--- src/rtl/rr_priority_arbiter.sv ---
`default_nettype none
// ============================================================================
//  Module   : rr_priority_arbiter
//  Brief    : Registered REQ_N-way arbiter with a valid/ready grant output.
//             Run-time selectable fixed-priority (highest index wins) or
//             round-robin mode. Optional burst lock enabled by defining the
//             macro ARB_LOCK_EN, which adds the i_lock port.
//  Revision : 1.0 - initial release
// ============================================================================
module rr_priority_arbiter #(
    parameter int REQ_N = 12,
    parameter int OUT_N = $clog2(REQ_N)
) (
    input  logic             i_clk,
    input  logic             i_rst_n,
    input  logic [REQ_N-1:0] i_req,
    input  logic             i_mode,
    input  logic             i_ready,
`ifdef ARB_LOCK_EN
    input  logic             i_lock,
`endif
    output logic             o_valid,
    output logic [OUT_N-1:0] o_data,
    output logic [REQ_N-1:0] o_grant
);

    localparam logic [0:0] c_IDLE  = 1'b0;
    localparam logic [0:0] c_GRANT = 1'b1;

    logic [0:0]       r_state;
    logic             r_valid;
    logic [OUT_N-1:0] r_data;
    logic [OUT_N-1:0] r_rr_ptr;

    logic             w_lock;
    logic             w_any;
    logic             w_accept;
    logic             w_withdraw;
    logic             w_burst;
    logic [OUT_N-1:0] w_next_ptr;
    logic [OUT_N-1:0] w_arb_ptr;
    logic [OUT_N:0]   w_sum;
    logic             w_rr_found;
    logic [OUT_N-1:0] w_rr_idx;
    logic [OUT_N-1:0] w_fix_idx;
    logic [OUT_N-1:0] w_winner;
    logic [REQ_N-1:0] w_grant;

`ifdef ARB_LOCK_EN
    assign w_lock = i_lock;
`else
    assign w_lock = 1'b0;
`endif

    assign w_any      = |i_req;
    assign w_accept   = r_valid & i_ready;
    // The held winner dropping its request revokes the grant; it is never an accept.
    assign w_withdraw = r_valid & ~i_ready & ~i_req[r_data];
    // Burst lock keeps the same index as long as it is still requesting.
    assign w_burst    = w_accept & w_lock & i_req[r_data];
    assign w_next_ptr = (r_data == OUT_N'(REQ_N - 1)) ? '0 : r_data + OUT_N'(1);
    // Re-arbitration on an accept edge already sees the advanced pointer.
    assign w_arb_ptr  = (w_accept & i_mode & ~w_burst) ? w_next_ptr : r_rr_ptr;

    // Fixed priority: the last set bit found scanning upward is the highest index.
    always_comb begin
        w_fix_idx = '0;
        for (int i = 0; i < REQ_N; i++) begin
            if (i_req[i]) begin
                w_fix_idx = OUT_N'(i);
            end
        end
    end

    // Round-robin: first set bit scanning upward from the pointer, modulo REQ_N.
    always_comb begin
        w_sum      = '0;
        w_rr_found = 1'b0;
        w_rr_idx   = '0;
        for (int i = 0; i < REQ_N; i++) begin
            w_sum = {1'b0, w_arb_ptr} + (OUT_N+1)'(i);
            if (w_sum >= (OUT_N+1)'(REQ_N)) begin
                w_sum = w_sum - (OUT_N+1)'(REQ_N);
            end
            if (!w_rr_found && i_req[w_sum[OUT_N-1:0]]) begin
                w_rr_found = 1'b1;
                w_rr_idx   = w_sum[OUT_N-1:0];
            end
        end
    end

    assign w_winner = i_mode ? w_rr_idx : w_fix_idx;

    // State, grant and pointer registers; reset dominates everything.
    always_ff @(posedge i_clk) begin
        if (!i_rst_n) begin
            r_state  <= c_IDLE;
            r_valid  <= 1'b0;
            r_data   <= '0;
            r_rr_ptr <= '0;
        end else begin
            case (r_state)
                c_IDLE: begin
                    if (w_any) begin
                        r_state <= c_GRANT;
                        r_valid <= 1'b1;
                        r_data  <= w_winner;
                    end
                end
                c_GRANT: begin
                    if (w_accept) begin
                        if (i_mode && !w_burst) begin
                            r_rr_ptr <= w_next_ptr;
                        end
                        if (w_burst) begin
                            r_data <= r_data;
                        end else if (w_any) begin
                            r_data <= w_winner;
                        end else begin
                            r_state <= c_IDLE;
                            r_valid <= 1'b0;
                        end
                    end else if (w_withdraw) begin
                        if (w_any) begin
                            r_data <= w_winner;
                        end else begin
                            r_state <= c_IDLE;
                            r_valid <= 1'b0;
                        end
                    end
                end
                default: begin
                    r_state <= c_IDLE;
                    r_valid <= 1'b0;
                end
            endcase
        end
    end

    // One-hot grant decoded from registered state only.
    always_comb begin
        w_grant = '0;
        if (r_valid) begin
            w_grant[r_data] = 1'b1;
        end
    end

    assign o_valid = r_valid;
    assign o_data  = r_data;
    assign o_grant = w_grant;

endmodule
`default_nettype wire

--- config.mk ---
export PLATFORM = sky130hd
export DESIGN_NAME = rr_priority_arbiter
export DESIGN_NICKNAME = d
export VERILOG_FILES = /design/src/rtl/rr_priority_arbiter.sv
export SDC_FILE = /design/constraint.sdc
export NUM_CORES = 1
export LEC_CHECK = 0
export CAP_MARGIN = 20
export CORE_MARGIN = 5
export CORE_UTILIZATION = 55
export DETAILED_ROUTE_END_ITERATION = 12
export PLACE_DENSITY = 0.8
export SETUP_SLACK_MARGIN = 0.4
export SYNTH_ARGS = -nofsm -noshare
export SYNTH_HDL_FRONTEND = slang
export SYNTH_SLANG_ARGS = --single-unit
export TNS_END_PERCENT = 30
--- constraint.sdc ---
create_clock -name i_clk -period 6.2 [get_ports i_clk]
set_clock_uncertainty 0.1 [all_clocks]
set_input_delay 1.24 -clock i_clk [delete_from_list [all_inputs] [get_ports i_clk]]
set_output_delay 1.24 -clock i_clk [all_outputs]
set_load 0.005 [all_outputs]
==> flow_summary.json, run 1 <==
{
  "numCtsBuffers": 3,
  "p_leak_uw": 0.00189,
  "wire_per_inst_um": 21.1,
  "synth_area_leaders": "ha_1 (9.3%), mux2i_1 (9.1%), a21oi_1 (5.5%), dfxtp_1 (5.5%), nor2_1 (4.4%)",
  "start_util_pct": 57.0,
  "portBuffers": 32,
  "clkLatencyLatePin_ns": 0.25,
  "peakVddDrop_mv": 0.117,
  "synth_top_flop_cell": "dfxtp_1",
  "whs_path_depth": 2,
  "hp-class": "reg2reg",
  "synth.avg_cell_area_um2": 7.21,
  "grt-ovfl-total": 0,
  "antenna_cells": 0,
  "min_to": "r_rr_ptr[1]$_SDFFE_PN0P_",
  "run_status": "complete, no violations",
  "cts_sinks": 10,
  "tritoncts": "built",
  "crit_family": "compound AO/OA/AOI/OAI gates",
  "slew_headroom_pct": 42.2,
  "antenna_left": 0,
  "r2r-start": "o_data[0]$_SDFFE_PN0P_",
  "hp-start": "r_rr_ptr[1]$_SDFFE_PN0P_",
  "required_ns": 6.23,
  "grt_pass1_vias": 3972,
  "cap_violations": 0,
  "async_flop_share_pct": 0,
  "fillers": 529,
  "vias": 4567,
  "stdcell_area_um2": 4590,
  "crit_path_top_delay_cell": "clkdlybuf4s50_1",
  "via_per_inst": 7.08,
  "finalCritPeriodShare_pct": 91.1,
  "die_h_um": 91.4,
  "synth-seq-cells": 10,
  "dieArea_um2": 8340,
  "synth_fp_nets": 548,
  "final-hold-violation-count": 0,
  "cp-end-kind": "flop",
  "rows": 29,
  "fmax_mhz": 177,
  "layout.cells.most_common_list": "buf_4 (47), nor2_1 (43), a21oi_1 (37)",
  "drive_gt1_share_pct": 22.4,
  "drtIter0Drc": 533,
  "grt_antenna_before_repair": 0,
  "synth_top_area_cell": "ha_1",
  "min_period_ns": 5.65,
  "coreArea_um2": 6390,
  "place_hpwl_um": 10300,
  "critPathArrivalTime_ns": 5.68,
  "synthToLayoutAreaGrowth_pct": 26.1,
  "yosys_warnings": 0,
  "ys_types": 79,
  "syn_area_um2": 3640,
  "synth_seq_area_share_pct": 5.50,
  "clkTransAtPathRegs_ns": 0.06,
  "p_per_area_nw_per_um2": 140,
  "synth_edf_count": 0,
  "multiInputGateArea_um2": 3400,
  "final_max_slew_viol_count": 0,
  "regToRegSetupSlack_ns": 1.14,
  "max_stage_delay_ns": 0.50,
  "worst-setup-path-type": "in2reg",
  "grt_max_degree": 19,
  "placed_area_um2": 4160,
  "grt_usage_pct": 30.3,
  "holdWs_ns": 0.374,
  "gp_congestion": 1.03,
  "die_x_um": 91.4,
  "grt_pass1_wl_um": 20900,
  "cp_max_fo": 6,
  "syn-instance-count": 505,
  "dr.pass1.iters": 5,
  "seqCellArea_um2": 200,
  "cp_common_cell": "buf_4",
  "drc": 0,
  "synth_top_area_share_pct": 9.28,
  "cts_buffer_depth": 2,
  "clockRootBuffer": "clkbuf_8",
  "rsz0062_at_grt": "false",
  "setup_viol": 0,
  "critPathBufInv": 4,
  "htreeDepth": 1,
  "cp-start-kind": "input port",
  "path_cells": "clkdlybuf4s50_1 -> and3_4 -> mux2_4 -> ha_4 -> and4b_1 -> nor2_1 -> o21a_1 -> o31ai_2 -> buf_4 -> inv_1 -> ha_2 -> a22oi_1 -> nand2_1 -> o211ai_1 -> buf_4 -> nor3_1 -> a21oi_1 -> nand3b_1 -> a2111oi_4 -> a211oi_1",
  "worstMarginPinSlew_ns": 0.867,
  "ctsHoldBuffers": 0,
  "nets": 612,
  "r2r_end": "o_data[2]$_SDFFE_PN0P_",
  "wl_um": 13600,
  "final_common_cell": "buf_4",
  "io_pins": 33,
  "ff2ff_path_depth": 23,
  "total_power_uw": 644
}
-- per-stage QoR --
step / setup slack (ns) / utilization, % / instances / TNS (ns)
6_report: 0.550 / 71.8 / 645 / 0
5_1_grt: 0.292 / 71.8 / 645 / 0
4_1_cts: 0.426 / 66.8 / 627 / 0
3_5_place_dp: -0.0738 / 65.1 / 620 / -0.114
3_3_place_gp: 0.0608 / 65.1 / 620 / 0
2_1_floorplan: 0.395 / - / 505 / 0
-- final cells by class --
| class | instances | share of cell area [%] |
|---|---|---|
| multi-input cells | 441 | 74.2 |
| inverters | 31 | 2.62 |
| flip-flops and latches | 10 | 4.36 |
| clock buffers | 4 | 1.20 |
| repair buffers | 82 | 15.5 |
| well taps | 77 | 2.10 |
-- worst register-to-register path: stages (launching register included) --
cell	delay (ns)
dfxtp_1	0.35
ha_1	0.37
or3b_4	0.47
a31oi_4	0.23
buf_4	0.16
ha_4	0.16
and4b_1	0.23
buf_4	0.14
o21a_1	0.17
o21ai_0	0.18
o31ai_2	0.10
buf_4	0.16
inv_1	0.11
ha_2	0.30
inv_1	0.09
o21ai_1	0.09
o211ai_1	0.09
o211ai_1	0.23
buf_4	0.21
nor3_1	0.33
o21ai_0	0.17
a22oi_1	0.20
a22o_1	0.18
a41oi_2	0.11
-- report_power, final --
part           internal, µW  switching [µW]  total [µW]
logic                   201             277         478
clock network          56.4            33.4        89.8
registers              69.0            7.63        76.7
-- cells in the mapped netlist (4+ instances only) --
master,number
nor2_1,43
a21oi_1,40
mux2i_1,33
nand2_1,32
o21ai_0,32
inv_1,28
ha_1,27
nor3_1,20
nand3_1,17
nand2b_1,12
mux2_2,11
clkbuf_1,10
dfxtp_1,10
o211ai_1,10
a31oi_1,9
and2_1,9
nor4_1,9
and3_1,8
buf_2,7
a211oi_1,6
mux4_2,6
o21a_1,6
o31ai_1,6
a221oi_1,5
a22oi_1,5
buf_4,5
o211a_1,5
a21o_1,4
a22o_1,4
nand4_1,4
xnor2_1,4
-- flip-flops by register name, summed over array words and instances (netlist names) --
signal    flops
o_data        4
r_rr_ptr      4
o_valid       1
r_state       1
-- logic make-up after synthesis --
kind of cell    share of synthesized area [%]
compound gates                           34.8
xor+xnor                                 1.20
fa+ha+maj                                9.56
buf+inv                                  6.33
flops                                    5.50
mux                                      16.2
simple gates                             26.4
-- worst max-delay path by stage --
| stage | from | endpoint | slack (ns) | cells past startpoint |
|---|---|---|---|---|
| after CTS | i_ready | o_data[2]$_SDFFE_PN0P_ | 0.43 | 20 |
| final | i_mode | o_data[0]$_SDFFE_PN0P_ | 0.55 | 20 |
| after detailed placement | i_ready | o_data[2]$_SDFFE_PN0P_ | -0.07 | 19 |
| after global routing | i_mode | o_data[1]$_SDFFE_PN0P_ | 0.29 | 21 |
| after floorplan | i_ready | o_data[3]$_SDFFE_PN0P_ | 0.39 | 23 |
| after global placement | i_mode | o_data[3]$_SDFFE_PN0P_ | 0.06 | 23 |
-- timing repair --
action                     CTS  global route
setup endpoints to repair    4             4
pin swaps                    2            13
setup buffers                3            18
gates resized for setup      9            41
-- layer usage --
metal  vias up  GRT usage (%)  wire length (µm)
li1       2069              -                 -
met1      2145           42.7              5490
met2       297           48.8              6390
met3        56           3.72              1320
met4         0           7.82               433
met5         -              0                 0
No activity file was read; power rests on OpenSTA's default activity.
==> run 2: changes to the inputs <==
--- a/config.mk
+++ b/config.mk
@@ -9,7 +9,9 @@
 export CORE_MARGIN = 5
 export CORE_UTILIZATION = 55
 export DETAILED_ROUTE_END_ITERATION = 12
+export HOLD_SLACK_MARGIN = 0.12
 export PLACE_DENSITY = 0.8
+export REMOVE_ABC_BUFFERS = 1
 export SETUP_SLACK_MARGIN = 0.4
 export SYNTH_ARGS = -nofsm -noshare
 export SYNTH_HDL_FRONTEND = slang
==> run 2 against run 1 <==
Clock-buffer cell count unchanged. Combinational power decreased by 4.8%. Register-to-register slack got worse by 0.25 ns. Hold slack got worse by 0.00052 ns. Clock power decreased by 5.5%. Sequential power increased by 10%. Non-clock buffer count decreased by 12. Setup slack got worse by 0.11 ns. Sequential cell count unchanged. Critical path type unchanged.
==> flow_summary.json, run 2 (same netlist as run 1, synthesis figures left out) <==
{
  "cp-start-kind": "input port",
  "clkTransAtPathRegs_ns": 0.06,
  "worst-setup-path-type": "in2reg",
  "cp-end-kind": "flop",
  "finalCritPeriodShare_pct": 92.9,
  "coreArea_um2": 6390,
  "nets": 600,
  "final_core_util_pct": 69.3,
  "slew_headroom_pct": 42.8,
  "final_max_slew_viol_count": 0,
  "clockRootBuffer": "clkbuf_8",
  "portBuffers": 32,
  "sw_frac_of_total_pct": 49.3,
  "cts_buffer_depth": 2,
  "grt_pass1_vias": 4173,
  "min_period_ns": 5.76,
  "wl_um": 13400,
  "layout.cells.most_common_list": "nor2_1 (43), a21oi_1 (37), buf_4 (35)",
  "ctsHoldBuffers": 0,
  "grt_max_degree": 19,
  "dr.pass1.iters": 5,
  "required_ns": 6.28,
  "htreeDepth": 1,
  "setup_viol": 0,
  "drc": 0,
  "rsz0062_at_grt": "true",
  "critPathArrivalTime_ns": 5.83,
  "rows": 29,
  "synthToLayoutAreaGrowth_pct": 21.6,
  "numCtsBuffers": 3,
  "power_frac_clock_pct": 13.6,
  "run_status": "complete, no violations",
  "dieArea_um2": 8340,
  "clkLatencyLatePin_ns": 0.25,
  "worstMarginPinSlew_ns": 0.858,
  "antenna_cells": 0,
  "io_pins": 33,
  "cap_violations": 0,
  "p_comb_share_pct": 72.9,
  "final-hold-violation-count": 0,
  "die_h_um": 91.4,
  "fmax_mhz": 174,
  "pwr-share-seq_pct": 13.5,
  "total_power_uw": 625,
  "tritoncts": "built",
  "die_x_um": 91.4,
  "cts_sinks": 10,
  "placed_area_um2": 4140,
  "peakVddDrop_mv": 0.117,
  "place_hpwl_um": 10300,
  "via_per_inst": 7.08,
  "vias": 4483,
  "antenna_left": 0,
  "grt_usage_pct": 30.1,
  "fin_cells": 633,
  "grt_antenna_before_repair": 0,
  "p_switching_uw": 308,
  "grt-ovfl-total": 0,
  "power.internal_uw": 317,
  "p_leak_uw": 0.00180,
  "placed_cells": 617,
  "hp-class": "reg2reg",
  "start_util_pct": 57.0,
  "grt_pass1_wl_um": 20800,
  "drive_gt1_share_pct": 19.1,
  "drtIter0Drc": 463,
  "p_per_area_nw_per_um2": 141,
  "cp_max_fo": 6,
  "wire_per_inst_um": 21.2,
  "stdcell_area_um2": 4420,
  "holdWs_ns": 0.374,
  "final_common_cell": "nor2_1",
  "gp_congestion": 1.06
}
run 2: power by group through the flow:
| stage | Clock, µW | Combinational, µW | Sequential, µW |
|---|---|---|---|
| after detailed placement | 0 | 418 | 84.6 |
| final | 84.9 | 455 | 84.5 |
| after CTS | 85.4 | 425 | 83.4 |
| after global routing | 87.6 | 488 | 85.4 |
| after floorplan | 0 | 279 | 83.1 |
| after global placement | 0 | 410 | 84.5 |
run 2: area by class of cell:
cell class,instances,area (µm²)
Clock buffer,4,55.1
Fill cell,569,1960
Inverter,31,116
Multi-Input combinational cell,441,3340
Sequential cell,10,200
Tap cell,77,96.3
Timing Repair Buffer,70,619
run 2: layer usage:
layer,global-route usage (%),part of all wire (%)
met1,39.3,40
met2,50.8,47
met3,3.47,9.1
met4,11.1,4.1
met5,0,0
run 2: path summary, 6_finish.rpt:
check	from	endpoint	slack (ns)	cells past startpoint
hold reg to reg	r_rr_ptr[1]$_SDFFE_PN0P_	r_rr_ptr[1]$_SDFFE_PN0P_	0.37	2
setup reg to reg	o_data[0]$_SDFFE_PN0P_	o_data[2]$_SDFFE_PN0P_	0.89	20
setup / recovery	i_mode	o_data[2]$_SDFFE_PN0P_	0.44	19
hold / removal	r_rr_ptr[1]$_SDFFE_PN0P_	r_rr_ptr[1]$_SDFFE_PN0P_	0.37	2
run 2: worst max-delay path: stages:
cell             delay [ns]
clkdlybuf4s50_1        0.49
and3_4                 0.23
mux2_4                 0.35
ha_4                   0.20
and4b_1                0.30
nor2_1                 0.09
o21a_1                 0.21
o31ai_2                0.26
buf_4                  0.19
inv_1                  0.08
ha_1                   0.20
a22o_1                 0.26
a32oi_1                0.28
o211ai_1               0.27
nor4_4                 0.39
and4_4                 0.32
a21oi_1                0.05
a22o_1                 0.24
a41oi_2                0.19
run 2: what timing repair did:
action                                  CTS  global route
buffers inserted                          2            10
endpoints found under the setup margin    4             4
pin swaps                                 3             9
endpoints found under the hold margin     0             0
resized for setup                         5            30
cloned                                    0             0
run 2: through the flow:
step	setup slack, ns	TNS (ns)
2_1_floorplan	0.224	0
3_3_place_gp	0.144	0
3_5_place_dp	-0.0379	-0.0453
4_1_cts	0.404	0
5_1_grt	0.315	0
6_report	0.442	0
==> run 3: changes to the inputs <==
--- a/config.mk
+++ b/config.mk
@@ -5,8 +5,8 @@
 export SDC_FILE = /design/constraint.sdc
 export NUM_CORES = 1
 export LEC_CHECK = 0
+export ABC_AREA = 0
 export CAP_MARGIN = 20
-export CORE_MARGIN = 5
 export CORE_UTILIZATION = 55
 export DETAILED_ROUTE_END_ITERATION = 12
 export HOLD_SLACK_MARGIN = 0.12
==> run 3 against run 2 <==
Utilization shrank 0.57 points. Largest cell class unchanged. Clock-buffer cell count unchanged. Critical path type unchanged. Cell area is 0.82% lower. Critical path depth grew 1. Clock power is 3.8% higher. Setup slack better by 0.078 ns.
==> flow_summary.json, run 3 (same netlist as run 1, synthesis figures left out) <==
{
  "clockRootBuffer": "clkbuf_8",
  "tns_ns": 0,
  "power.internal_uw": 317,
  "worstMarginPinSlew_ns": 0.918,
  "finalCritPeriodShare_pct": 91.6,
  "rsz0062_at_grt": "true",
  "antenna_cells": 0,
  "vias": 4429,
  "p_comb_share_pct": 72.1,
  "dieArea_um2": 6950,
  "peakVddDrop_mv": 0.117,
  "antenna_left": 0,
  "max_stage_delay_ns": 0.48,
  "slew_headroom_pct": 38.8,
  "rows": 29,
  "nets": 598,
  "setup_viol": 0,
  "final_common_cell": "nor2_1",
  "grtUsageMet1_pct": 48.5,
  "htreeDepth": 1,
  "via_per_inst": 7.02,
  "use_met2_pct": 62.4,
  "dr.pass1.iters": 6,
  "wire_per_inst_um": 20.8,
  "seqCellArea_um2": 200,
  "die_h_um": 83.4,
  "dpl_worst_slack_ns": 0.0467,
  "wl_um": 13100,
  "drive_gt1_share_pct": 18.8,
  "final-hold-violation-count": 0,
  "pwr-share-seq_pct": 13.8,
  "worst-setup-path-type": "in2reg",
  "top_usage_layer": "met2",
  "layout.cells.most_common_list": "nor2_1 (42), a21oi_1 (38), buf_4 (35)",
  "total_power_uw": 624,
  "cp-start-kind": "input port",
  "start_util_pct": 57.0,
  "grt_usage_pct": 36.4,
  "portBuffers": 32,
  "final_core_util_pct": 68.7,
  "clkLatencyLatePin_ns": 0.25,
  "p_per_area_nw_per_um2": 142,
  "grt_max_degree": 19,
  "p_switching_uw": 308,
  "power_frac_clock_pct": 14.1,
  "grt_pass1_wl_um": 20400,
  "die_x_um": 83.4,
  "crit_path_top_delay_cell": "clkdlybuf4s50_1",
  "tritoncts": "built",
  "crit_family": "compound AO/OA/AOI/OAI gates",
  "fmax_mhz": 176,
  "drc": 0,
  "fin_cells": 631,
  "synthToLayoutAreaGrowth_pct": 20.6,
  "cts_sinks": 10,
  "grt_pass1_vias": 3977,
  "path_cells": "clkdlybuf4s50_1 -> buf_4 -> a31oi_1 -> a31oi_4 -> ha_2 -> and4b_1 -> o21a_1 -> o21ai_0 -> o31ai_4 -> buf_4 -> ha_1 -> a22oi_2 -> nand3_1 -> a32oi_1 -> o22ai_1 -> a211o_1 -> a221o_1 -> o21ai_0 -> nand3_1 -> a211oi_2",
  "numCtsBuffers": 3,
  "grt-ovfl-total": 0,
  "hp-class": "reg2reg",
  "place_hpwl_um": 9940,
  "final_max_slew_viol_count": 0,
  "placed_cells": 620,
  "io_pins": 33,
  "grt_antenna_before_repair": 0,
  "cap_violations": 0,
  "fillers": 542,
  "drtIter0Drc": 477,
  "p_leak_uw": 0.00179,
  "setup_ws_ns": 0.520,
  "critPathBufInv": 3,
  "cp-end-kind": "flop",
  "run_status": "complete, no violations",
  "min_period_ns": 5.68,
  "cts_buffer_depth": 2,
  "multiInputGateArea_um2": 3330,
  "critPathArrivalTime_ns": 5.75,
  "clkTransAtPathRegs_ns": 0.06,
  "required_ns": 6.27,
  "sw_frac_of_total_pct": 49.3,
  "met3_usage_pct": 3.98,
  "gp_congestion": 0.968,
  "coreArea_um2": 6390,
  "cp_max_fo": 12
}
[run 3: timing repair]
item	in CTS	in global routing
hold endpoints to repair	0	0
gates resized for setup	3	28
hold buffers	0	0
endpoints found under the setup margin	3	4
buffers inserted	0	7
pin swaps	0	9
[run 3: per-stage QoR]
stage | hold WS (ns) | cell area [µm²]
CTS | 0.372 | 4230
global placement | 0.364 | 4160
global route | 0.402 | 4390
detailed placement | 0.366 | 4160
finish | 0.379 | 4390
floorplan | 0.334 | 3530
[run 3: cell type report]
type | count | share of cell area, %
clock buffers | 4 | 1.25
inverters | 31 | 2.65
multi-input cells | 441 | 75.8
flip-flops and latches | 10 | 4.56
well taps | 77 | 2.20
repair buffers | 68 | 13.5
[run 3: final timing paths]
| path | startpoint | endpoint | slack [ns] | depth (start not counted) |
|---|---|---|---|---|
| worst min-delay path | r_rr_ptr[1]$_SDFFE_PN0P_ | r_rr_ptr[1]$_SDFFE_PN0P_ | 0.38 | 2 |
| worst max-delay path | i_mode | o_data[3]$_SDFFE_PN0P_ | 0.52 | 20 |
| worst min register to register | r_rr_ptr[1]$_SDFFE_PN0P_ | r_rr_ptr[1]$_SDFFE_PN0P_ | 0.38 | 2 |
| worst max register to register | o_data[0]$_SDFFE_PN0P_ | o_data[3]$_SDFFE_PN0P_ | 0.98 | 19 |
[run 3: power groups by stage]
stage / logic (µW) / clock network, µW / registers, µW
global placement: 406 / 0 / 85.9
floorplan: 279 / 0 / 83.1
detailed placement: 411 / 0 / 86.4
CTS: 415 / 88.5 / 85.2
finish: 450 / 88.1 / 86.2
global route: 481 / 92.2 / 87.2
[run 3: layer usage]
layer,vias up,share of wire [%]
li1,2043,-
met1,2136,43
met2,215,48
met3,35,6.5
met4,0,2.5
met5,-,0
[run 3: worst reg2reg max path, cell delays in order, from the launching register on]
cell	delay, ns
dfxtp_1	0.54
ha_1	0.42
or3b_4	0.46
a31oi_4	0.23
ha_2	0.27
and4b_1	0.24
o21a_1	0.19
o21ai_0	0.28
o31ai_4	0.15
buf_4	0.17
ha_1	0.18
a22oi_2	0.26
nand3_1	0.22
a32oi_1	0.25
o22ai_1	0.11
a211o_1	0.36
a221o_1	0.36
o21ai_0	0.08
nand3_1	0.11
a211oi_2	0.18
